===== config.mk =====
export PLATFORM = sky130hd
export DESIGN_NAME = sync_fifo_flat
export DESIGN_NICKNAME = d
export VERILOG_FILES = /design/src/rtl/sync_fifo_pkg.sv /design/src/rtl/sync_fifo_if.sv /design/src/rtl/sync_fifo_mem.sv /design/src/rtl/sync_fifo.sv /design/src/flat_wrapper.sv
export SDC_FILE = /design/constraint.sdc
export NUM_CORES = 1
export LEC_CHECK = 0
export CAP_MARGIN = 15
export CORE_ASPECT_RATIO = 1.2
export CORE_MARGIN = 3
export CORE_UTILIZATION = 35
export DETAILED_ROUTE_END_ITERATION = 8
export PLACE_DENSITY = 0.57
export SYNTH_ARGS = -nofsm -noshare
export SYNTH_HDL_FRONTEND = slang
export SYNTH_HIERARCHICAL = 1
export SYNTH_SLANG_ARGS = --single-unit

===== constraint.sdc =====
create_clock -name clk -period 3.6 [get_ports clk]
set_clock_uncertainty 0.05 [all_clocks]
set_input_delay 0.36 -clock clk [delete_from_list [all_inputs] [get_ports clk]]
set_output_delay 0.36 -clock clk [all_outputs]
set_load 0.005 [all_outputs]

===== src/rtl/sync_fifo_pkg.sv =====
// sync_fifo_pkg: shared default geometry for the synchronous FIFO
package sync_fifo_pkg;
    localparam int D_SIZE_DEF = 8;
    localparam int A_SIZE_DEF = 4;
endpackage


===== src/rtl/sync_fifo_if.sv =====
// sync_fifo_if: write/read handshake and status bundle for sync_fifo
interface sync_fifo_if
    import sync_fifo_pkg::*;
#(
    parameter int D_SIZE = D_SIZE_DEF
);
    logic              wen;
    logic [D_SIZE-1:0] wdata;
    logic              ren;
    logic [D_SIZE-1:0] rdata;
    logic              empty;
    logic              full;
    modport master (output wen, wdata, ren, input rdata, empty, full);
    modport slave  (input wen, wdata, ren, output rdata, empty, full);
endinterface


===== src/rtl/sync_fifo_mem.sv =====
// fifo_mem: DEPTH x D_SIZE storage, synchronous write, asynchronous read
module fifo_mem
    import sync_fifo_pkg::*;
#(
    parameter int D_SIZE = D_SIZE_DEF,
    parameter int A_SIZE = A_SIZE_DEF
) (
    input  logic              clk,
    input  logic              we,
    input  logic [A_SIZE-1:0] waddr,
    input  logic [D_SIZE-1:0] wdata,
    input  logic [A_SIZE-1:0] raddr,
    output logic [D_SIZE-1:0] rdata
);
    logic [D_SIZE-1:0] mem [2**A_SIZE];
    always_ff @(posedge clk) begin
        if (we) mem[waddr] <= wdata;
    end
    assign rdata = mem[raddr];
endmodule


===== src/rtl/sync_fifo.sv =====
// sync_fifo: single-clock FIFO with wrap-bit pointers and a registered read port
module sync_fifo
    import sync_fifo_pkg::*;
#(
    parameter int D_SIZE = D_SIZE_DEF,
    parameter int A_SIZE = A_SIZE_DEF
) (
    input logic        clk,
    input logic        rst,
    sync_fifo_if.slave bus
);
    logic [A_SIZE:0]   wptr, rptr;
    logic [D_SIZE-1:0] rdata_q, mem_rdata;
    logic              empty, full, do_w, do_r;
    always_comb begin
        empty = wptr == rptr;
        full  = wptr[A_SIZE-1:0] == rptr[A_SIZE-1:0] && wptr[A_SIZE] != rptr[A_SIZE];
        do_w  = bus.wen && !full;
        do_r  = bus.ren && !empty;
    end
    // reset cycle must not leave a stray word in memory either
    fifo_mem #(.D_SIZE(D_SIZE), .A_SIZE(A_SIZE)) u_mem (
        .clk  (clk),
        .we   (do_w && !rst),
        .waddr(wptr[A_SIZE-1:0]),
        .wdata(bus.wdata),
        .raddr(rptr[A_SIZE-1:0]),
        .rdata(mem_rdata)
    );
    always_ff @(posedge clk) begin
        if (rst) begin
            wptr    <= '0;
            rptr    <= '0;
            rdata_q <= '0;
        end else begin
            if (do_w) wptr <= wptr + (A_SIZE+1)'(1);
            if (do_r) begin
                rptr    <= rptr + (A_SIZE+1)'(1);
                rdata_q <= mem_rdata;
            end
        end
    end
    assign bus.rdata = rdata_q;
    assign bus.empty = empty;
    assign bus.full  = full;
endmodule


===== src/flat_wrapper.sv =====
// flat-port wrapper written by rule: the top's interface ports become plain ports
module sync_fifo_flat import sync_fifo_pkg::*;
#(
    parameter int D_SIZE = D_SIZE_DEF,
    parameter int A_SIZE = A_SIZE_DEF
)
  (clk, rst, bus_wen, bus_wdata, bus_ren, bus_rdata, bus_empty, bus_full);
  sync_fifo_if #(.D_SIZE(D_SIZE)) bus_i ();
  input logic clk;
  input logic rst;
  input wire logic [$bits(bus_i.wen)-1:0] bus_wen;
  input wire logic [$bits(bus_i.wdata)-1:0] bus_wdata;
  input wire logic [$bits(bus_i.ren)-1:0] bus_ren;
  output wire logic [$bits(bus_i.rdata)-1:0] bus_rdata;
  output wire logic [$bits(bus_i.empty)-1:0] bus_empty;
  output wire logic [$bits(bus_i.full)-1:0] bus_full;
  assign bus_i.wen = bus_wen;
  assign bus_i.wdata = bus_wdata;
  assign bus_i.ren = bus_ren;
  assign bus_rdata = bus_i.rdata;
  assign bus_empty = bus_i.empty;
  assign bus_full = bus_i.full;
  sync_fifo #(.D_SIZE(D_SIZE), .A_SIZE(A_SIZE)) u_core (.clk(clk), .rst(rst), .bus(bus_i));
endmodule

After elaboration in Yosys (flattened, before gate mapping)
Memory sizes are Yosys's and may differ from the RTL's. A register that Yosys moved wholly into a read port is not among the register bits.
Cells that the tools add are included.

storage, ports and cells
  register bits after elaboration = 10
  latch bits = 0
  bits in writable memories = 128
  bits in read-only memories = 0
  input bits = 12
  output and inout bits = 10
  logic and storage cells = 17
  memories = 1

memory list
  name              words  width  read ports  clocked after memory_dff  write ports  line                 text
  u_core.u_mem.mem  16     8      1           1                         1            sync_fifo_mem.sv:15  logic [D_SIZE-1:0] mem [2**A_SIZE];

cells by class
  add/sub/neg operators = 2
  multiply operators = 0
  div/mod/pow operators = 0
  magnitude comparators = 0
  equal/unequal tests = 3
  shift operators = 0
  multiplexer cells = 2
  bitwise gates (word level) = 0
  reductions and logical operators = 7

operators with widths
  operator               count
  $add A5 B1 Y5 const B  2
  $eq A5 B5 Y1           1
  $eq A4 B4 Y1           1
  $logic_and A1 B1 Y1    4
  $logic_not A1 Y1       3
  $mux W1                2
  $ne A1 B1 Y1           1

Longest topological paths before layout
  depth after elaboration = 7
  depth in mapped cells = 7
  gate-level depth less buffers = 6

By module
Netlist, hierarchy kept.

modules (own cells, without submodules)
  module     times used  cells an instance  area each (sq um)  sequential area each (sq um)
  fifo_mem   1           221                4987.3             3843.7
  sync_fifo  1           107                1013.5             360.3

Worst setup path after synthesis
No wires, ideal clock.

  kind = reg-to-reg
  start point = register u_core.wptr[0]
  end point = memory u_core/u_mem/mem[0][0] in the netlist's numbering, enable pin
  setup time = 0.383 ns
  data arrival time = 2.405 ns
  required time = 3.167 ns
  slack = 0.761 ns
  cell stages (with the launch flop) = 8
  buffers on the path = 1
  clock period less this slack = 2.839 ns
  path through = dfxtp_1 -> xnor2_1 -> and4_4 -> buf_6 -> a21boi_2 -> nor2b_1 -> or3b_2 -> nor3_1

between the ends
  cells in the longest elaborated chain, start to end = 7

RTL lines
  what                           line                 text
  start, declared                sync_fifo.sv:12      logic [A_SIZE:0] wptr, rptr;
  start signal, assigned         sync_fifo.sv:36      if (do_w) wptr <= wptr + (A_SIZE+1)'(1);
  $eq A4 B4 Y1                   sync_fifo.sv:17      full = wptr[A_SIZE-1:0] == rptr[A_SIZE-1:0] && wptr[A_SIZE] != rptr[A_SIZE];
  $logic_and A1 B1 Y1            sync_fifo.sv:17
  $logic_not A1 Y1               sync_fifo.sv:18      do_w = bus.wen && !full;
  $logic_and A1 B1 Y1            sync_fifo.sv:18
  $logic_and A1 B1 Y1            sync_fifo.sv:24      .we (do_w && !rst),
  $mux W1                        sync_fifo_mem.sv:17  if (we) mem[waddr] <= wdata;
  $mux W1 (not written as such)  sync_fifo_mem.sv:17
  end, declared                  sync_fifo_mem.sv:15

Several ways; a longest one is shown, not always the timed one.

Worst setup path after layout
  start point = register u_core.wptr[0]
  end point = memory u_core/u_mem/mem[2][4] in the netlist's numbering, enable pin

Same word-level chain as after synthesis.

==> summary.md <==
| Metric | Value |
|---|---|
| Top FF cell, synth | edfxtp_1 |
| Pwr Density | 569 nW/um^2 |
| Clock Pin Slew Worst Setup and Hold Paths | 60 ps |
| DRT Wirelength | 12200 um |
| Initial DRC Count | 215 |
| Clk sink count | 146 |
| ANT nets after route | 0 |
| Worst Setup End Kind | flop |
| Die H | 149 um |
| Largest net degree at the start of global routing | 38 |
| Placed Area | 6470 sq um |
| Seq pwr share | 0.475 |
| Row count | 51 |
| Result of the run | complete, no violations |
| CTS max path bufs | 2 |
| Root Buffer | clkbuf_16 |
| Crit start category | flop |
| Reg2reg end | u_core/u_mem/mem[2][4] |
| Final core utilization | 0.424 |
| Vias | 3043 |
| Final Power | 3.99 mW |
| Via density | 5.14 |
| F_max | 331 MHz |
| Crit Path Category | flop to flop |
| Syn avg cell area | 18.3 sq um |
| Capture point of the worst path | u_core/u_mem/mem[2][4] |
| Number of synthesized register bits | 146 |
| Post-DP HPWL | 7510 um |
| Required time of the critical path | 3590 ps |
| Internal power | 3.06 mW |
| GRT Util Overall | 0.137 |
| Fin crit share | 0.839 |
| NetSw | 928 uW |
| Reg2reg setup slack | 580 ps |
| Die W | 126 um |
| Warnings from Yosys | 6 |
| Max Transition Viols Final | 0 |
| Antenna diode count | 0 |
| Total setup buffers inserted after CTS | 0 |
| Layout cell share with drive strength beyond 1 | 0.179 |
| Initial antenna violation count | 0 |
| TritonCTS clock tree | done |
| Hold buffers post-CTS | 0 |
| # port buffers | 21 |
| Initial Util | 0.363 |
| CTS Buf Count | 17 |
| RSZ-0062 raised after global routing | no |
| Hold Crit Start | u_core/bus.rdata[2] |
| EDFF count, synth | 128 |
| Layout overhead on the synthesized area | 16.8% |
| Worst Tran Pin Value | 791 ps |
| Peak supply drop | 0.390 mV |
| Pre-antenna DRT Iters | 4 |
| Total gr overflow | 0 |
| DRC | 0 |
| Mapped Area | 6000 sq um |
| WP data arrival | 3010 ps |
| Reg2reg start | u_core/wptr[0] |
| Hold Path Class | flop to flop |
| WL per Instance | 20.6 um |
| Cells on worst reg2reg path | 6 |
| First-pass GRT wire length | 18700 um |
| Final instance area | 7010 sq um |
| Setup TNS Final | 0 ps |
| Clock network power share | 0.403 |
| Worst-path maximum fanout | 12 |
| Switching part of the total | 0.233 |
| Tmin final | 3020 ps |
| Max-cap violations | 0 |
| Mapped Nets | 342 |
| CORE AREA | 16500 sq um |
| Gp weighted congestion | 0.746 |
| Synth async-reset ratio | 0 |
| Mapped Cells | 328 |
| Synth cell types | 38 |
| Post_cts resized | 0 |
| Leak | 2.26 nW |
| Share of power burned in combinational logic | 0.122 |
| Final Hold Violating Endpoints | 0 |
| Clk Latency, worst-skew pair | 410 ps |
| Die area | 18800 sq um |
| H-Tree Depth | 4 |
| # setup viols final | 0 |
| # IOs | 22 |
| Final net count | 381 |
| Vias in the first global route | 3104 |
| Slew margin rel. | 0.470 |
| Setup crit start | u_core/wptr[0] |
| Sequential share of the synthesized area | 0.701 |
==> layer usage <==
metal | wire length (um) | GRT usage | vias up
met2 | 5870 | 0.210 | 73
met5 | 0 | 0 | -
met1 | 5350 | 0.181 | 1554
li1 | - | - | 1400
met4 | 436 | 0.0727 | 0
met3 | 532 | 0.0346 | 16
==> worst max-delay path, cell delays in order (launching register included) <==
cell and delay, ps:
dfxtp_1 560, xnor2_1 150, and4_4 220, a21boi_2 210
nor2b_1 300, or3b_2 530, nor2_1 630
==> power groups by stage <==
| stage | Combinational [mW] | Sequential, mW | Clock, mW |
|---|---|---|---|
| finish | 0.486 | 1.90 | 1.60 |
| global route | 0.529 | 1.90 | 1.73 |
| CTS | 0.496 | 1.90 | 1.65 |
| detailed placement | 0.494 | 1.93 | 0 |
| global placement | 0.490 | 1.93 | 0 |
| floorplan | 0.347 | 1.93 | 0 |
==> state kept, by name, indices dropped and copies added, names as in the netlist <==
signal            count
u_core/u_mem/mem    128
u_core/bus.rdata      8
u_core/rptr           5
u_core/wptr           5
==> area by class of cell <==
| type | instances | area (sq um) |
|---|---|---|
| Clock buffer | 18 | 429 |
| Clock inverter | 14 | 114 |
| Fill cell | 1438 | 9520 |
| Inverter | 2 | 7.51 |
| Multi-Input combinational cell | 164 | 1670 |
| Sequential cell | 146 | 4210 |
| Tap cell | 212 | 265 |
| Timing Repair Buffer | 36 | 323 |
==> per-stage QoR <==
stage	setup slack, ps	cells	hold slack [ps]
5_1_grt	436	592	446
4_1_cts	619	592	434
3_5_place_dp	611	560	420
2_1_floorplan	761	328	409
3_3_place_gp	655	560	412
6_report	579	592	428
==> cell families after synthesis <==
logic type,after synthesis,share of synthesized area
flip-flops,146,0.701
AND/OR/NAND/NOR,80,0.0726
multiplexers,48,0.157
AO/OA/AOI/OAI,28,0.0346
buffers and inverters,18,0.0219
XOR/XNOR,6,0.00876
adder cells (fa/ha/maj),2,0.00417
==> worst min-delay path by stage <==
stage	endpoint	slack, ps	cells after the start
2_1_floorplan	u_core/u_mem/mem[0][0]	410	0
3_3_place_gp	u_core/bus.rdata[5]	410	2
3_5_place_dp	u_core/bus.rdata[6]	420	2
4_1_cts	u_core/bus.rdata[2]	430	2
5_1_grt	u_core/bus.rdata[2]	450	2
6_report	u_core/bus.rdata[2]	430	2
==> cell usage after synthesis, drive strengths merged, types with 5 or more instances <==
| cell type | number | area (sq um) |
|---|---|---|
| nand2 | 11 | 41.3 |
| buf | 9 | 78.8 |
| nor2 | 20 | 75.1 |
| edfxtp | 128 | 3840 |
| mux2 | 6 | 71.3 |
| nor2b | 8 | 50.1 |
| nand2b | 23 | 144 |
| mux2i | 10 | 100 |
| xnor2 | 5 | 43.8 |
| mux4 | 32 | 773 |
| dfxtp | 18 | 360 |
| a22oi | 16 | 120 |
==> placed cells by master (no fill, tap or decap), types with 5 or more instances in the layout <==
cell type,instances
mux2i_1,10
mux4_1,14
nor2_1,20
nor2b_1,8
mux4_2,18
nand2b_1,23
clkbuf_16,17
buf_4,15
clkdlybuf4s50_1,21
dfxtp_1,17
mux2_1,5
a22oi_1,16
edfxtp_1,128
nand2_1,11
xnor2_1,5
Note: power is estimated with default switching activity, not from simulation.
